===== src/rtl/x_sweep_ctrl.sv =====
// x_sweep_ctrl: sweeps enabled delay-line channels, launching, capturing and serializing each in turn
module x_sweep_ctrl #(
    parameter int p_length   = 32,
    parameter int p_channels = 4,
    parameter int p_settle   = 4
) (
    input  logic                             i_clk,
    input  logic                             i_rst,
    input  logic                             i_trig,
    input  logic [p_channels-1:0]            i_ch_mask,
    input  logic [p_channels*p_length-1:0]   i_data,
    output logic                             o_launch,
    output logic [$clog2(p_channels)-1:0]    o_sel,
    output logic [p_length-1:0]              o_snap,
    output logic                             o_tx_valid,
    input  logic                             i_tx_done,
    output logic                             o_busy,
    output logic                             o_done
);
    localparam int c_sw = $clog2(p_channels);
    localparam int c_cw = $clog2(p_settle + 1);
    localparam logic [c_cw-1:0] c_cnt_last = c_cw'(p_settle - 1);

    typedef enum logic [2:0] {
        s_idle, s_launch, s_settle, s_capture, s_send, s_next
    } state_t;

    state_t                state_q, state_d;
    logic [p_channels-1:0] mask_q, rem;
    logic [c_sw-1:0]       sel_q;
    logic [p_length-1:0]   snap_q;
    logic [c_cw-1:0]       cnt_q;
    logic                  zdone_q;

    function automatic logic [c_sw-1:0] lowest(input logic [p_channels-1:0] m);
        lowest = '0;
        for (int i = p_channels - 1; i >= 0; i--)
            if (m[i]) lowest = c_sw'(i);
    endfunction

    // mask with the channel just served removed
    always_comb begin
        rem        = mask_q;
        rem[sel_q] = 1'b0;
    end

    // state register
    always_ff @(posedge i_clk or posedge i_rst) begin
        if (i_rst) state_q <= s_idle;
        else       state_q <= state_d;
    end

    // next-state decode
    always_comb begin
        state_d = state_q;
        case (state_q)
            s_idle:    state_d = (i_trig && |i_ch_mask) ? s_launch : s_idle;
            s_launch:  state_d = s_settle;
            s_settle:  state_d = (cnt_q == c_cnt_last) ? s_capture : s_settle;
            s_capture: state_d = s_send;
            s_send:    state_d = i_tx_done ? s_next : s_send;
            s_next:    state_d = |rem ? s_launch : s_idle;
            default:   state_d = s_idle;
        endcase
    end

    // mask, channel select, settle counter and snapshot registers
    always_ff @(posedge i_clk or posedge i_rst) begin
        if (i_rst) begin
            mask_q  <= '0;
            sel_q   <= '0;
            snap_q  <= '0;
            cnt_q   <= '0;
            zdone_q <= 1'b0;
        end else begin
            zdone_q <= state_q == s_idle && i_trig && ~|i_ch_mask;
            if (state_q == s_idle && i_trig) begin
                mask_q <= i_ch_mask;
                sel_q  <= lowest(i_ch_mask);
            end
            if (state_q == s_launch)
                cnt_q <= '0;
            else if (state_q == s_settle && cnt_q != c_cnt_last)
                cnt_q <= cnt_q + 1'b1;
            if (state_q == s_capture)
                snap_q <= i_data[sel_q*p_length +: p_length];
            if (state_q == s_next) begin
                mask_q <= rem;
                if (|rem) sel_q <= lowest(rem);
            end
        end
    end

    assign o_launch   = state_q == s_launch;
    assign o_tx_valid = state_q == s_send;
    assign o_busy     = state_q != s_idle;
    assign o_done     = zdone_q || (state_q == s_next && ~|rem);
    assign o_sel      = sel_q;
    assign o_snap     = snap_q;
endmodule


===== config.mk =====
export PLATFORM = sky130hd
export DESIGN_NAME = x_sweep_ctrl
export DESIGN_NICKNAME = d
export VERILOG_FILES = /design/src/rtl/x_sweep_ctrl.sv
export SDC_FILE = /design/constraint.sdc
export NUM_CORES = 1
export LEC_CHECK = 0
export CAP_MARGIN = 15
export CELL_PAD_IN_SITES_DETAIL_PLACEMENT = 1
export CELL_PAD_IN_SITES_GLOBAL_PLACEMENT = 1
export CORE_ASPECT_RATIO = 0.8
export CORE_UTILIZATION = 28
export DETAILED_ROUTE_END_ITERATION = 8
export GPL_ROUTABILITY_DRIVEN = 0
export PLACE_DENSITY = 0.91
export SYNTH_ARGS = -nofsm -noshare
export SYNTH_HDL_FRONTEND = slang
export SYNTH_SLANG_ARGS = --single-unit

===== constraint.sdc =====
create_clock -name i_clk -period 2.49 [get_ports i_clk]
set_clock_uncertainty 0.15 [all_clocks]
set_input_delay 0.498 -clock i_clk [delete_from_list [all_inputs] [get_ports i_clk]]
set_output_delay 0.498 -clock i_clk [all_outputs]
set_load 0.005 [all_outputs]

==> metrics.md <==
| Metric | Value |
|---|---|
| Total core area | 0.009769 mm2 |
| Syn-to-layout area delta | 71.20% |
| HP Class | register to register |
| Combinational power share | 0.583 |
| Buf/Inv on CP | 3 |
| Kind of critical path | register to output port |
| Largest net degree at the start of global routing | 44 |
| Fin crit share | 0.9596 |
| CP Cell Sequence | buf_4, buf_6, clkdlybuf4s50_1 |
| Clock-pin slew on the worst setup and hold paths | 0.06 ns |
| Seq pwr share | 0.285 |
| Largest delay contributor family on the critical path | buffers and inverters |
| Hold_buf cts | 0 |
| Seq/Total Area, Yosys | 0.3939 |
| WL final | 9803 um |
| DR pass1 iterations | 4 |
| # port buffers | about 170 |
| Distinct cells, synth | 39 |
| Max VDD drop | 0.0003407 V |
| Diode count | 0 |
| Vias | 2584 |
| Most common cell after layout, fill and taps aside | clkdlybuf4s50_1 |
| TritonCTS clock tree | yes |
| Register area | between 0.001 and 0.0015 mm2 |
| Period minus WS final | about 2.4 ns |
| Die height | 92.38 um |
| First-pass GRT wire length | between 15000 and 20000 um |
| Fin. Hold Viols | 0 |
| Vias per inst | 4.931 |
| Die ar. | 0.01062 mm2 |
| Die span in x | 115.0 um |
| Yosys top cell area share | 0.3939 |
| Run status | finished clean |
| Critical Path Max Stage Delay | ~0.59 ns |
| Max H-tree Level | 2 |
| Worst-Margin Slew | 0.5355 ns |
| Number of global-route vias before repair | 2941 |
| Commonest non-fill, non-tap cells in the layout | clkdlybuf4s50_1 (172), dfrtp_1 (43), mux2_2 (35) |
| Ys flop type | dfrtp_1 |
| Wire per inst | 18.71 um |
| Fin area | 0.004895 mm2 |
| Largest area contributor in the netlist | dfrtp_1 |
| Total track usage | 0.1871 |
| Crit path DAT | 1.74 ns |
| Max_slew headroom | 0.6397 |
| Top Metal Used | met4 |
| Antenna viol nets, final | 0 |
| RSZ-0062 raised after global routing | no |
| Synthesized area per cell | approximately 13 um2 |
| Asr flop ratio synth | 1.000 |
| P_sw | 0.001601 W |
| Net Sw Frac | 0.3331 |
| Final setup TNS | 0 ns |
| Area of the multi-input gates | 0.001605 mm2 |
| Max-Cap Viols | 0 |
| Placed Area | approximately 0.0047 mm2 |
| Skew-Pair Late Insertion Delay | 0.28 ns |
| EDFF count, synth | 0 |
| Final setup viols | 0 |
| Hold slack | roughly 0.36 ns |
| Crit Path Max Fanout | 43 |
| Max clock buf depth | 2 |
| Leakage | between 1.5 and 2 nW |
| Post-synthesis cell area | roughly 0.0029 mm2 |
| HPWL Detailed | 7882 um |
| DRC violations left | 0 |
| Max frequency | 418.5 MHz |
| Grt total ovfl | 0 |
| Nets | roughly 530 |
| PD cells | 981.9 mW/mm2 |
| Met3 WL | 808 um |
| TritonCTS Sinks | 45 |
| Ports | approximately 170 |
| Antenna violations before repair | 0 |
| Post-Syn Nets | 353 |
| Synth Instances | 215 |
| Yosys reg bits | between 40 and 50 |
| Synth warn | 0 |
| Clock Power Share | 0.131 |
| Std cell rows | 32 |
| WP data required | 1.84 ns |
| Slowest-stage cell, CP | clkdlybuf4s50_1 |
| Root buffer cell | clkbuf_16 |
| Utilization after layout | 0.5010 |
| Metal-1 WL | 3751 um |
| Fill count | 1060 |
| Worst setup SP type | register |
| Initial core utilization | 0.2926 |
| Initial DRC count | 94 |
| Slew Limit Fails | 0 |
| Critical Path Sink Type | output port |
| Layout cell share with drive strength beyond 1 | 0.2345 |
| CTS buffer count | 5 |
| Synth top area cells | dfrtp_1 (39%), mux4_2 (25%), mux2_2 (14%), buf_2 (1.6%), nor2_1 (1.6%) |
| DR WL met2 | 5179 um |
| P_int | between 0.003 and 0.004 W |
==> flip-flops by register name, summed over array words and instances, names as in the netlist <==
signal,cells
o_snap,32
mask_q,4
cnt_q,3
state_q,3
o_sel,2
zdone_q,1
==> final timing paths <==
check                      startpoint         end  slack [ns]  depth (start not counted)
max reg2reg                  o_sel[1]    o_sel[0]        0.37                          6
min reg2reg                o_snap[18]  o_snap[18]        0.36                          1
min                        o_snap[18]  o_snap[18]        0.36                          1
min in group asynchronous       i_rst  o_snap[14]        0.44                          3
max                          o_sel[1]    o_sel[1]        0.10                          3
max in group asynchronous       i_rst    o_sel[0]        1.48                          3
==> cells by family after synthesis <==
family | after synthesis | share of synthesized area
flops | 45 | 0.3939
buf+inv | 28 | 0.04726
mux | 68 | 0.3934
compound gates | 29 | 0.07090
xor+xnor | 1 | 0.003064
fa+ha+maj | 2 | 0.008751
simple gates | 42 | 0.08271
==> synthesized netlist by cell type (2+ instances only) <==
cell and number:
mux2_2 35, a211oi_1 2, nor3b_1 2, o21ai_0 5
nor3_1 2, dfrtp_1 45, nand2b_1 5, a21o_1 2
a22o_1 2, ha_1 2, nand2_1 9, clkbuf_1 6
o32ai_1 2, inv_1 8, nor2b_1 2, nor2_1 12
nand3b_1 3, mux4_2 32, buf_2 9, or3_1 4
buf_1 2, buf_6 2, a2bb2oi_1 2, a21oi_1 5
==> through the flow <==
step / worst slack, ns / std cells / power, W
after CTS: 0.09884 / 524 / 0.004880
final: 0.1006 / 524 / 0.004806
after detailed placement: 0.08064 / 515 / 0.004196
after global routing: 0.02661 / 524 / 0.005135
after floorplan: 0.5905 / 215 / 0.002935
after global placement: 0.1889 / 515 / 0.004025
==> cell type report <==
type	instances	share of cell area
Timing Repair Buffer	185	0.3727
Multi-Input combinational cell	142	0.3280
Inverter	8	0.006135
Tap cell	136	0.03476
Clock buffer	8	0.02786
Sequential cell	45	0.2306
==> metal layers <==
metal / vias up / GRT usage
met3: 8 / 0.05366
met4: 0 / 0.03139
met5: - / 0
li1: 1166 / -
met1: 1291 / 0.2125
met2: 119 / 0.3494
==> worst register-to-register path, stage by stage, from the launching register on <==
cell and delay, ns:
dfrtp_2 0.41, buf_4 0.15, buf_6 0.24, or3_1 0.35, a211oi_1 0.21, a211o_1 0.16
mux2_2 0.33
==> timing repair <==
item / in CTS / in global routing
setup endpoints to repair: 1 / 0
gates resized for setup: 3 / 0
setup buffers: 1 / 0
endpoints found under the hold margin: 0 / 0
==> power by group through the flow <==
stage	logic [W]	clock network [W]	registers (W)
after detailed placement	0.00281	0	0.00139
after global routing	0.00303	0.000687	0.00142
after floorplan	0.00163	0	0.00130
after CTS	0.00285	0.000655	0.00137
after global placement	0.00268	0	0.00134
final	0.00280	0.000632	0.00137
(Power assumes the default switching activity.)
